--- config.mk ---
export PLATFORM = sky130hd
export DESIGN_NAME = pc_fetch_16_flat
export DESIGN_NICKNAME = d
export VERILOG_FILES = /design/src/rtl/pc_fetch_pkg.sv /design/src/rtl/pc_fetch_16_if.sv /design/src/rtl/inc_16.sv /design/src/rtl/pc_fetch_16.sv /design/src/flat_wrapper.sv
export SDC_FILE = /design/constraint.sdc
export NUM_CORES = 1
export LEC_CHECK = 0
export ABC_CLOCK_PERIOD_IN_PS = 1900
export CORE_MARGIN = 3
export CORE_UTILIZATION = 49
export CTS_CLUSTER_SIZE = 28
export DETAILED_ROUTE_END_ITERATION = 10
export HOLD_SLACK_MARGIN = 0.03
export PLACE_DENSITY_LB_ADDON = 0.1
export SKIP_CTS_REPAIR_TIMING = 1
export SYNTH_ARGS = -nofsm -noshare
export SYNTH_HDL_FRONTEND = slang
export SYNTH_HIERARCHICAL = 1
export SYNTH_SLANG_ARGS = --single-unit
export TNS_END_PERCENT = 1
--- constraint.sdc ---
create_clock -name clk -period 1.9 [get_ports clk]
set_input_delay 0.19 -clock clk [delete_from_list [all_inputs] [get_ports clk]]
set_output_delay 0.19 -clock clk [all_outputs]
set_load 0.01 [all_outputs]
--- src/rtl/pc_fetch_pkg.sv ---
// Shared types and constants for the 16-bit PC / instruction-fetch block.
package pc_fetch_pkg;

  localparam int unsigned WIDTH = 16;

  localparam logic [WIDTH-1:0] DEFAULT_RESET_ADDR = 16'h0000;

  typedef enum logic [1:0] {
    IDLE  = 2'd0,
    FETCH = 2'd1,
    OUT   = 2'd2
  } fetch_state_e;

endpackage : pc_fetch_pkg

--- src/rtl/pc_fetch_16_if.sv ---
// Instruction-memory req/ack port and downstream valid/ready instruction port.
interface pc_fetch_16_if;

  logic                           imem_req;
  logic [pc_fetch_pkg::WIDTH-1:0] imem_addr;
  logic                           imem_ack;
  logic [pc_fetch_pkg::WIDTH-1:0] imem_rdata;
  logic                           instr_valid;
  logic                           instr_ready;
  logic [pc_fetch_pkg::WIDTH-1:0] instr;
  logic [pc_fetch_pkg::WIDTH-1:0] instr_pc;

  // Fetch unit side
  modport master (
    output imem_req, imem_addr, instr_valid, instr, instr_pc,
    input  imem_ack, imem_rdata, instr_ready
  );

  // Memory / decode side
  modport slave (
    input  imem_req, imem_addr, instr_valid, instr, instr_pc,
    output imem_ack, imem_rdata, instr_ready
  );

endinterface : pc_fetch_16_if

--- src/rtl/inc_16.sv ---
// 16-bit incrementer; wraps from 16'hFFFF to 16'h0000 with no carry out.
module inc_16 (
  input  logic [15:0] a,
  output logic [15:0] y
);

  assign y = a + 16'd1;

endmodule : inc_16

--- src/rtl/pc_fetch_16.sv ---
// Program counter and instruction-fetch sequencer: req/ack reads from
// instruction memory, valid/ready presentation downstream, jump redirect.
module pc_fetch_16
  import pc_fetch_pkg::*;
#(
  parameter logic [WIDTH-1:0] RESET_ADDR = DEFAULT_RESET_ADDR
) (
  input  logic             clk,
  input  logic             rst_n,
  input  logic             run,
  input  logic             load,
  input  logic [WIDTH-1:0] load_addr,
  pc_fetch_16_if.master    bus,
  output logic [WIDTH-1:0] pc
);

  fetch_state_e     state_q, state_d;
  logic [WIDTH-1:0] pc_q, pc_d;
  logic [WIDTH-1:0] pc_inc;
  logic             req_q, req_d;
  logic             valid_q, valid_d;
  logic [WIDTH-1:0] instr_q, instr_d;
  logic [WIDTH-1:0] instr_pc_q, instr_pc_d;
  logic             jump_pend_q, jump_pend_d;
  logic [WIDTH-1:0] target_q, target_d;

  // pc+1 comes only from the shared incrementer
  inc_16 u_inc (
    .a (pc_q),
    .y (pc_inc)
  );

  // Next-state and next-output computation
  always_comb begin
    state_d     = state_q;
    pc_d        = pc_q;
    req_d       = req_q;
    valid_d     = valid_q;
    instr_d     = instr_q;
    instr_pc_d  = instr_pc_q;
    jump_pend_d = jump_pend_q;
    target_d    = target_q;

    unique case (state_q)
      IDLE: begin
        if (load) pc_d = load_addr;
        if (run) begin
          state_d = FETCH;
          req_d   = 1'b1;
        end
      end

      FETCH: begin
        if (bus.imem_ack) begin
          if (load) begin
            // fresh jump beats any older pending target; wrong-path data dropped
            pc_d        = load_addr;
            jump_pend_d = 1'b0;
          end else if (jump_pend_q) begin
            pc_d        = target_q;
            jump_pend_d = 1'b0;
          end else begin
            instr_d    = bus.imem_rdata;
            instr_pc_d = pc_q;
            valid_d    = 1'b1;
            pc_d       = pc_inc;
            req_d      = 1'b0;
            state_d    = OUT;
          end
        end else if (load) begin
          // keep the address stable until ack; remember the last target
          jump_pend_d = 1'b1;
          target_d    = load_addr;
        end
      end

      OUT: begin
        // the presented instruction is the jump itself, so it is kept
        if (load) pc_d = load_addr;
        if (bus.instr_ready) begin
          valid_d = 1'b0;
          if (run) begin
            state_d = FETCH;
            req_d   = 1'b1;
          end else begin
            state_d = IDLE;
          end
        end
      end

      default: begin
        state_d = IDLE;
        req_d   = 1'b0;
        valid_d = 1'b0;
      end
    endcase
  end

  // State and output registers
  always_ff @(posedge clk or negedge rst_n) begin
    if (!rst_n) begin
      state_q     <= IDLE;
      pc_q        <= RESET_ADDR;
      req_q       <= 1'b0;
      valid_q     <= 1'b0;
      instr_q     <= '0;
      instr_pc_q  <= '0;
      jump_pend_q <= 1'b0;
      target_q    <= '0;
    end else begin
      state_q     <= state_d;
      pc_q        <= pc_d;
      req_q       <= req_d;
      valid_q     <= valid_d;
      instr_q     <= instr_d;
      instr_pc_q  <= instr_pc_d;
      jump_pend_q <= jump_pend_d;
      target_q    <= target_d;
    end
  end

  assign bus.imem_req    = req_q;
  assign bus.imem_addr   = pc_q;
  assign bus.instr_valid = valid_q;
  assign bus.instr       = instr_q;
  assign bus.instr_pc    = instr_pc_q;
  assign pc              = pc_q;

endmodule : pc_fetch_16

--- src/flat_wrapper.sv ---
// flat-port wrapper written by rule: the top's interface ports become plain ports
module pc_fetch_16_flat import pc_fetch_pkg::*;
#(
  parameter logic [WIDTH-1:0] RESET_ADDR = DEFAULT_RESET_ADDR
)
  (clk, rst_n, run, load, load_addr, pc, bus_imem_req, bus_imem_addr, bus_instr_valid, bus_instr, bus_instr_pc, bus_imem_ack, bus_imem_rdata, bus_instr_ready);
  pc_fetch_16_if bus_i ();
  input  logic clk;
  input  logic rst_n;
  input  logic run;
  input  logic load;
  input  logic [WIDTH-1:0] load_addr;
  output logic [WIDTH-1:0] pc;
  output wire logic [$bits(bus_i.imem_req)-1:0] bus_imem_req;
  output wire logic [$bits(bus_i.imem_addr)-1:0] bus_imem_addr;
  output wire logic [$bits(bus_i.instr_valid)-1:0] bus_instr_valid;
  output wire logic [$bits(bus_i.instr)-1:0] bus_instr;
  output wire logic [$bits(bus_i.instr_pc)-1:0] bus_instr_pc;
  input wire logic [$bits(bus_i.imem_ack)-1:0] bus_imem_ack;
  input wire logic [$bits(bus_i.imem_rdata)-1:0] bus_imem_rdata;
  input wire logic [$bits(bus_i.instr_ready)-1:0] bus_instr_ready;
  assign bus_imem_req = bus_i.imem_req;
  assign bus_imem_addr = bus_i.imem_addr;
  assign bus_instr_valid = bus_i.instr_valid;
  assign bus_instr = bus_i.instr;
  assign bus_instr_pc = bus_i.instr_pc;
  assign bus_i.imem_ack = bus_imem_ack;
  assign bus_i.imem_rdata = bus_imem_rdata;
  assign bus_i.instr_ready = bus_instr_ready;
  pc_fetch_16 #(.RESET_ADDR(RESET_ADDR)) u_core (.clk(clk), .rst_n(rst_n), .run(run), .load(load), .load_addr(load_addr), .bus(bus_i), .pc(pc));
endmodule
# [Word level (Yosys, flattened, before mapping)]
# Index checks and enable logic that the tools add are counted.
[totals] regBits=69 in_bits=38 out_inout_bits=66 wordCells=57
[op_classes] add_sub_neg=1 eq_ne=8 muxes=25 n_bitwise=4 reduce_logical=11
[op_table] operator="two-way mux 16 bit" n=4
[op_table] operator="one-hot mux 16 bit (2 select lines)" n=1
[op_table] operator="adder 16 x 1 -> 16 bit, second input constant" n=1
[op_table] operator="two-way mux 1 bit" n=12
[op_table] operator="two-way mux 2 bit" n=5
[op_table] operator="inequality test 2 bit, second input constant" n=5
[op_table] operator="AND reduction 5 bit" n=2
[op_table] operator="AND reduction 4 bit" n=2
[op_table] operator="one-hot mux 1 bit (3 select lines)" n=2
[op_table] operator="one-hot mux 2 bit (3 select lines)" n=1
[op_table] operator="AND reduction 3 bit" n=2
[op_table] operator="NOT 1 bit" n=4
[op_table] operator="nonzero test 2 bit" n=2
[op_table] operator="== test 2 x 1 -> 1 bit, second input constant" n=1
[op_table] operator="== test 2 bit, second input constant" n=1
[op_table] operator="logical NOT 2 bit" n=1
[op_table] operator="inequality test 2 x 1 -> 1 bit, second input constant" n=1
[op_table] operator="AND reduction 2 bit" n=1
[op_table] operator="OR reduction 2 bit" n=1

# [Depth between registers and ports, before layout]
# Gate-level depths: netlist of run 1.
[logic_depth] word_depth=5 ltp_mapped=6 ltp_nobuf=6

# [Modules after synthesis]
# Netlist of run 1, hierarchy kept.
[by_module_without_submodules] module="pc_fetch_16" instances=1 cells_per_inst=258 area_each_um2=3472.1 seq_area_each_um2=1726.7
[by_module_without_submodules] module="inc_16" instances=1 cells_per_inst=43 area_each_um2=297.8 seq_area_each_um2=0.0

# [Worst setup path before layout of run 1]
# OpenSTA, ideal clock, no wires.
[synth_timing] kind="register to register" startpoint="register u_core.jump_pend_q" endpoint="register u_core.instr_q[10], in the netlist u_core/bus.instr[10]" setup_ns=0.125 arrival_ns=1.587 t_required_ns=1.775 setup_slack_ns=0.188 path_stages_with_launch=7 n_path_buf=3 period_less_slack_ns=1.712 path_cell_list="dfrtp_1 -> buf_6 -> or3b_4 -> nand2b_4 -> buf_6 -> buf_6 -> mux2_4"
[synth_between] elab_chain_len=2
[synth_lines] item="start: declaration" line_no="pc_fetch_16.sv:24" source="logic jump_pend_q, jump_pend_d;"
[synth_lines] item="start signal: assignment" line_no="pc_fetch_16.sv:117" source="jump_pend_q <= jump_pend_d;"
[synth_lines] item="NOT 1 bit (no source line)"
[synth_lines] item="AND reduction 4 bit (no source line)"
[synth_lines] item="end signal: assignment" line_no="pc_fetch_16.sv:115" source="instr_q <= instr_d;"
[synth_lines] item="end: declaration" line_no="pc_fetch_16.sv:22" source="logic [WIDTH-1:0] instr_q, instr_d;"
# Every way passes these cells.
# A chain may end at the register's enable or synchronous reset.

# [Worst setup path after layout of run 1]
[layout_timing] startpoint="register u_core.pc_q[0], in the netlist u_core/bus.imem_addr[0]" endpoint="register u_core.pc_q[12], in the netlist u_core/bus.imem_addr[12]"
[layout_between] elab_chain_len=5
[layout_lines] item="start: declaration" line_no="pc_fetch_16.sv:18" source="logic [WIDTH-1:0] pc_q, pc_d;"
[layout_lines] item="start signal: assignment" line_no="pc_fetch_16.sv:112" source="pc_q <= pc_d;"
[layout_lines] item="adder 16 x 1 -> 16 bit" line_no="inc_16.sv:7" source="assign y = a + 16'd1;"
[layout_lines] item="named net u_core.pc_inc[12]" line_no="pc_fetch_16.sv:19" source="logic [WIDTH-1:0] pc_inc;"
[layout_lines] item="two-way mux 16 bit" line_no="pc_fetch_16.sv:59" source="end else if (jump_pend_q) begin"
[layout_lines] item="two-way mux 16 bit" line_no="pc_fetch_16.sv:55" source="if (load) begin"
[layout_lines] item="two-way mux 16 bit" line_no="pc_fetch_16.sv:54" source="if (bus.imem_ack) begin"
[layout_lines] item="one-hot mux 16 bit (2 select lines)" line_no="pc_fetch_16.sv:44" source="unique case (state_q)"
# The timed path passes the listed nets, and every way through them passes these cells. The select of a mux whose other input is x is not followed.

==> flow_summary.yaml, run 1 <==
power:
  sw_frac_of_total_pct: 34.8
  seqPwrFrac_pct: 32.8
  ir_drop_worst_case_vdd_mv: 0.735
  clock_share_of_power_pct: 14.1
  leakage_nw: 2.31
  combinationalPowerShare_pct: 53.2
  netSwitchingPower_mw: 2.93
  power-per-cell-area_nw_per_um2: 1640
  p_int_mw: 5.49
synthesis:
  yosys.cell_count.top_type: "sky130_fd_sc_hd__dfrtp_1"
  synth_sequential_area_ratio_pct: 45.8
  synth_enable_flop_cells: 0
  syn-instance-count: 301
  async_sr_flop_fraction_pct: 100
  syn-mean-instance-area_um2: 12.5
  yosysWarnings: 6
  synth_nets: 340
  synth.largest_area_cell: "sky130_fd_sc_hd__dfrtp_1"
  top_cells_by_area_synth: "sky130_fd_sc_hd__dfrtp_1 (46%), sky130_fd_sc_hd__mux2_4 (11%), sky130_fd_sc_hd__mux2i_1 (8.5%)"
  ys_ff_latch: 69
  post_synth_most_frequent_cells: "sky130_fd_sc_hd__dfrtp_1 (69), sky130_fd_sc_hd__mux2i_1 (32), sky130_fd_sc_hd__mux2_4 (28)"
  synth_ff_type: "sky130_fd_sc_hd__dfrtp_1"
  synth.distinct_cells: 35
  synth.cell_area_um2: 3770
  synth_top_cell_area_share_pct: 45.8
final_layout:
  area_growth_syn_to_layout_pct: 35.9
  register_area_um2: 1730
  final_cell_count_no_fill: 509
  design.final.nets: 444
  fillCellCount: 536
  final_layout_size_suffix_gt1_share_pct: 23.7
  multi_input_logic_area_um2: 1770
  n_antenna_cell: 0
setup_path:
  setup.worst_path.class: "register to register"
  worst-endpoint-required_ns: 2.11
  end_kind: "register"
  crit_fanout: 5
  critical_path_arrival_ns: 2.01
  critical_path.startpoint_type: "register"
global_routing:
  grt_first_pass_wirelength_um: 15000
  antenna_found_initial: 0
  grt_pass1_vias: 2884
  total_overflow_reported_by_the_global_router: 0
  grt_start_max_net_pins: 36
  globalRouteTotalUtil_pct: 21.8
timing:
  hold_violations: 0
  timing.setup.tns_ns: 0
  slew_worst_pin_ns: 0.513
  final_setup_viols: 0
  layout_min_cycle_time_ns: 1.80
  grt_setup_unrepaired: "no"
  highest_clock_rate_ghz: 0.557
  clk_skew_ns: 0.0103
  timing.final.max_slew_violations: 0
  maxSlewHeadroom_pct: 65.5
  final_min_period_over_clock_period_pct: 94.5
  worst_hold_slack_ns: 0.348
drt:
  remaining_drc_errors: 0
  drt-pass1-iter-count: 4
  avgRoutedWirePerCell_um: 18.0
  antenna_left: 0
  detailed_route_wl_um: 9160
  dr.first_iter.drc_count: 137
  route.vias.total: 2865
  via_density_per_instance: 5.63
die:
  initial_core_util_pct: 51.2
  rows: 31
  die_area_um2: 8780
  die_width_um: 93.7
  design.core.area_um2: 7370
  design.portCount: 104
  chipHeight_um: 93.7
job:
  cap_violations: 0
clocking:
  htreeDepth: 3
  insertion_delay_ns: 0.35
  tritoncts: "built"
  cts.sink_count: 69
  cts_max_path_buffers: 2
  clockRootBuffer: "sky130_fd_sc_hd__clkbuf_8"
  cts.clk_slew.worst_paths_ns: 0.08
  cts_buffers: 9
placement:
  place_congestion: 0.823
  dp_hpwl_um: 6110
  buffer_ports.inserted: 103
  post-place-cells: 492
hold_path:
  worstHoldPathType: "primary input to async pin"
run_status:
  status: "finished, final reports clean"
[state kept, by name, summed over array words and instances (netlist names)]
| register | count |
|---|---|
| u_core/bus.instr | 16 |
| u_core/bus.imem_addr | 16 |
| u_core/bus.imem_req | 1 |
| u_core/bus.instr_valid | 1 |
| u_core/state_q | 2 |
| u_core/jump_pend_q | 1 |
| u_core/target_q | 16 |
| u_core/bus.instr_pc | 16 |
[layout make-up]
cell class,count,area share [%]
clock buffers,12,2.83
repair buffers,132,25.1
well taps,99,2.42
multi-input cells,188,34.6
clock inverters,4,0.928
inverters,5,0.366
flip-flops and latches,69,33.7
[worst max-delay path, cell delays in order (launching register included)]
cell and delay [ns]:
sky130_fd_sc_hd__dfrtp_1 0.40, sky130_fd_sc_hd__ha_1 0.24, sky130_fd_sc_hd__nand4_1 0.26, sky130_fd_sc_hd__nor4_1 0.37, sky130_fd_sc_hd__xor2_1 0.11, sky130_fd_sc_hd__mux2i_1 0.15, sky130_fd_sc_hd__o221ai_1 0.13
[power by group through the flow]
stage	Combinational (mW)	Clock [mW]	Sequential [mW]
after floorplan	2.22	0	3.06
after global placement	4.40	0	2.76
after detailed placement	4.48	0	2.77
after global routing	4.80	1.28	2.87
after CTS	4.50	1.21	2.76
final	4.48	1.18	2.76
[metal layers]
metal / global-route usage, % / vias to the layer above / wire (µm)
met5: 0 / - / 0
met4: 6.26 / 0 / 112
met3: 5.05 / 11 / 535
met2: 32.4 / 104 / 4250
met1: 31.8 / 1437 / 4260
li1: - / 1313 / -
[through the flow]
stage               power, mW  worst slack, ns  instance area [µm²]  util (%)
floorplan                5.28            0.188                 3770         -
global placement         7.16           0.0659                 4920      66.8
detailed placement       7.25           0.0403                 4920      66.8
CTS                      8.47            0.135                 5110      69.4
global route             8.95          0.00594                 5120      69.5
finish                   8.42            0.104                 5120      69.5
[placed cells by master (no fill, tap or decap), types with 2 or more instances in the layout]
master	synthesis	final
sky130_fd_sc_hd__mux2_2	20	20
sky130_fd_sc_hd__o21ai_0	3	3
sky130_fd_sc_hd__nand3_1	4	4
sky130_fd_sc_hd__a21oi_1	4	4
sky130_fd_sc_hd__mux2_4	28	28
sky130_fd_sc_hd__clkdlybuf4s50_1	0	102
sky130_fd_sc_hd__clkbuf_1	14	2
sky130_fd_sc_hd__nand4_1	3	3
sky130_fd_sc_hd__nor2_1	4	4
sky130_fd_sc_hd__xnor2_1	5	5
sky130_fd_sc_hd__nor4_1	3	3
sky130_fd_sc_hd__o221ai_1	16	16
sky130_fd_sc_hd__a31oi_1	16	16
sky130_fd_sc_hd__dfrtp_1	69	69
sky130_fd_sc_hd__and4b_1	16	16
sky130_fd_sc_hd__buf_12	0	3
sky130_fd_sc_hd__nand2_1	9	9
sky130_fd_sc_hd__clkinv_2	0	2
sky130_fd_sc_hd__xor2_1	9	9
sky130_fd_sc_hd__buf_4	17	26
sky130_fd_sc_hd__mux2i_1	32	32
sky130_fd_sc_hd__clkbuf_8	0	10
sky130_fd_sc_hd__inv_1	5	5
sky130_fd_sc_hd__nor3_1	4	4
[kinds of logic after synthesis]
kind of cell / Yosys count / synth area share, %
flip-flops: 69 / 45.8
multiplexers: 80 / 25.6
adder cells (fa/ha/maj): 1 / 0.332
buffers and inverters: 44 / 7.14
AO/OA/AOI/OAI: 39 / 7.30
AND/OR/NAND/NOR: 54 / 10.6
XOR/XNOR: 14 / 3.25
[worst paths after layout]
path / cells past startpoint / from / slack [ns] / to
hold reg to reg: 1 / u_core/bus.instr[2] / 0.51 / u_core/bus.instr[2]
setup / recovery: 6 / u_core/bus.imem_addr[0] / 0.10 / u_core/bus.imem_addr[12]
hold / removal: 2 / rst_n / 0.35 / u_core/bus.instr[5]
setup reg to reg: 6 / u_core/bus.imem_addr[0] / 0.10 / u_core/bus.imem_addr[12]
max in group asynchronous: 3 / rst_n / 1.00 / u_core/bus.imem_addr[11]
min in group clk: 2 / bus_imem_rdata[2] / 0.46 / u_core/bus.instr[2]
Power figures use the tool's default switching activity.
==> inputs of run 2 (changes only) <==
--- a/config.mk
+++ b/config.mk
@@ -7,14 +7,14 @@
 export LEC_CHECK = 0
 export ABC_CLOCK_PERIOD_IN_PS = 1900
 export CORE_MARGIN = 3
-export CORE_UTILIZATION = 49
+export CORE_UTILIZATION = 47
 export CTS_CLUSTER_SIZE = 28
 export DETAILED_ROUTE_END_ITERATION = 10
+export GPL_ROUTABILITY_DRIVEN = 0
 export HOLD_SLACK_MARGIN = 0.03
 export PLACE_DENSITY_LB_ADDON = 0.1
 export SKIP_CTS_REPAIR_TIMING = 1
 export SYNTH_ARGS = -nofsm -noshare
 export SYNTH_HDL_FRONTEND = slang
-export SYNTH_HIERARCHICAL = 1
 export SYNTH_SLANG_ARGS = --single-unit
 export TNS_END_PERCENT = 1
==> run 2 against run 1 <==
Clock-buffer cell count down 2. Critical path depth down 1. Register-to-register slack better by 0.06 ns. Area after synthesis down 7.5%. Clock power up 21%. Worst setup slack better by 0.055 ns. Sequential power down 1%.
==> flow_summary.yaml, run 2 <==
global_routing:
  globalRouteTotalUtil_pct: 20.7
  total_overflow_reported_by_the_global_router: 0
  grt_start_max_net_pins: 70
  grt_first_pass_wirelength_um: 13800
  antenna_found_initial: 0
  grt_pass1_vias: 2783
clocking:
  cts.sink_count: 69
  cts_max_path_buffers: 2
  clockRootBuffer: "sky130_fd_sc_hd__clkbuf_8"
  cts_buffers: 9
  htreeDepth: 3
  insertion_delay_ns: 0.35
  tritoncts: "built"
  cts.clk_slew.worst_paths_ns: 0.07
setup_path:
  end_kind: "register"
  critical_path.startpoint_type: "register"
  setup.worst_path.class: "register to register"
  worst-endpoint-required_ns: 2.13
  crit_fanout: 4
  path_cells: "ha_1, nand3_1, o31a_1, or3_1, a221o_1"
  critical_path.max_stage_delay_ns: 0.36
  critical_path_arrival_ns: 1.97
  cpMaxStageDelayCell: "sky130_fd_sc_hd__dfrtp_1"
  ff2ff_path_depth: 5
timing:
  clk_skew_ns: 0.00716
  timing.final.max_slew_violations: 0
  highest_clock_rate_ghz: 0.574
  setup_slack_ns: 0.159
  maxSlewHeadroom_pct: 76.0
  final_setup_viols: 0
  final_min_period_over_clock_period_pct: 91.6
  layout_min_cycle_time_ns: 1.74
  timing.setup.tns_ns: 0
  slew_worst_pin_ns: 0.357
  hold_violations: 0
  grt_setup_unrepaired: "no"
run_status:
  status: "finished, final reports clean"
synthesis:
  yosysWarnings: 0
  top_cells_by_area_synth: "sky130_fd_sc_hd__dfrtp_1 (50%), sky130_fd_sc_hd__mux2_2 (16%), sky130_fd_sc_hd__buf_4 (3.9%)"
  syn-mean-instance-area_um2: 11.3
  ys_ff_latch: 69
  post_synth_most_frequent_cells: "sky130_fd_sc_hd__dfrtp_1 (69), sky130_fd_sc_hd__mux2_2 (49), sky130_fd_sc_hd__nand2_1 (22)"
  synth_ff_type: "sky130_fd_sc_hd__dfrtp_1"
  synth_nets: 347
  synth_top_cell_area_share_pct: 49.5
  synth.distinct_cells: 48
  synth_enable_flop_cells: 0
  synth_sequential_area_ratio_pct: 49.5
  synth.largest_area_cell: "sky130_fd_sc_hd__dfrtp_1"
  syn-instance-count: 308
  async_sr_flop_fraction_pct: 100
  synth.cell_area_um2: 3490
  yosys.cell_count.top_type: "sky130_fd_sc_hd__dfrtp_1"
final_layout:
  fillCellCount: 534
  final_cell_count_no_fill: 521
  area_growth_syn_to_layout_pct: 40.7
  layout.cells.most_common: "sky130_fd_sc_hd__clkdlybuf4s50_1"
  most-common-layout-cells: "sky130_fd_sc_hd__clkdlybuf4s50_1 (102), sky130_fd_sc_hd__dfrtp_1 (69), sky130_fd_sc_hd__mux2_2 (49)"
  multi_input_logic_area_um2: 1480
  design.final.nets: 459
  final_layout_size_suffix_gt1_share_pct: 24.7
  register_area_um2: 1730
  n_antenna_cell: 0
die:
  design.portCount: 104
  die_width_um: 92.1
  chipHeight_um: 92.1
  initial_core_util_pct: 49.9
  die_area_um2: 8490
  rows: 30
  design.core.area_um2: 6980
power:
  power_mw: 8.48
  leakage_nw: 2.03
  ir_drop_worst_case_vdd_mv: 0.843
  power-per-cell-area_nw_per_um2: 1730
placement:
  place_ws_ns: 0.0216
  buffer_ports.inserted: 103
  post-place-cells: 504
  dp_hpwl_um: 6170
drt:
  detailed_route_wl_um: 8400
  remaining_drc_errors: 0
  route.vias.total: 2814
  antenna_left: 0
  via_density_per_instance: 5.40
  avgRoutedWirePerCell_um: 16.1
  drt-pass1-iter-count: 5
  dr.first_iter.drc_count: 158
job:
  cap_violations: 0
hold_path:
  worstHoldPathType: "primary input to async pin"
-- run 2: report_power, final --
part | switching, mW | internal (mW)
Sequential | 0.521 | 2.20
Clock | 0.556 | 0.872
Combinational | 1.84 | 2.50
Total | 2.92 | 5.57
-- run 2: kinds of logic (layout without fill, tap and decap cells) --
group	after synthesis	after routing	share of synthesized area [%]
compound gates	62	62	11.3
xor+xnor	5	5	1.26
fa+ha+maj	1	1	0.359
buf+inv	41	158	8.11
flops	69	69	49.5
mux	55	55	17.6
simple gates	75	75	11.9
-- run 2: final timing paths --
check                                        start                       end  slack (ns)
min reg2reg                     u_core.target_q[5]        u_core.target_q[5]        0.50
min                                          rst_n    u_core.bus.instr_pc[9]        0.40
max reg2reg                u_core.bus.imem_addr[1]  u_core.bus.imem_addr[10]        0.16
max                        u_core.bus.imem_addr[1]  u_core.bus.imem_addr[10]        0.16
max in group asynchronous                    rst_n    u_core.bus.instr_valid        1.22
min in group clk                               run         u_core.state_q[0]        0.42
-- run 2: metal layers --
metal / up-vias / part of all wire [%] / global-route usage, %
met3: 10 / 5.1 / 3.69
met2: 93 / 51 / 34.4
met1: 1394 / 43 / 27.1
met4: 0 / 1.3 / 7.55
met5: - / 0 / 0
li1: 1317 / - / -
-- run 2: layout make-up --
| cell class | instances | area share (%) |
|---|---|---|
| multi-input cells | 198 | 30.2 |
| clock buffers | 10 | 2.60 |
| flip-flops and latches | 69 | 35.2 |
| well taps | 96 | 2.45 |
| repair buffers | 136 | 26.8 |
| clock inverters | 6 | 2.27 |
| inverters | 6 | 0.459 |
-- run 2: through the flow --
| stage | instance area (µm²) | utilization [%] | hold WS [ns] |
|---|---|---|---|
| after floorplan | 3490 | - | -0.106 |
| after global placement | 4650 | 66.7 | 0.242 |
| after detailed placement | 4650 | 66.7 | 0.244 |
| after CTS | 4890 | 70.1 | -0.126 |
| after global routing | 4900 | 70.2 | 0.428 |
| final | 4900 | 70.2 | 0.397 |
-- run 2: worst max-delay path, delay by kind of cell (launching register included) --
family | cells | cell delay, ns
simple gates | 2 | 0.48
flops | 1 | 0.36
fa+ha+maj | 1 | 0.24
compound gates | 2 | 0.55
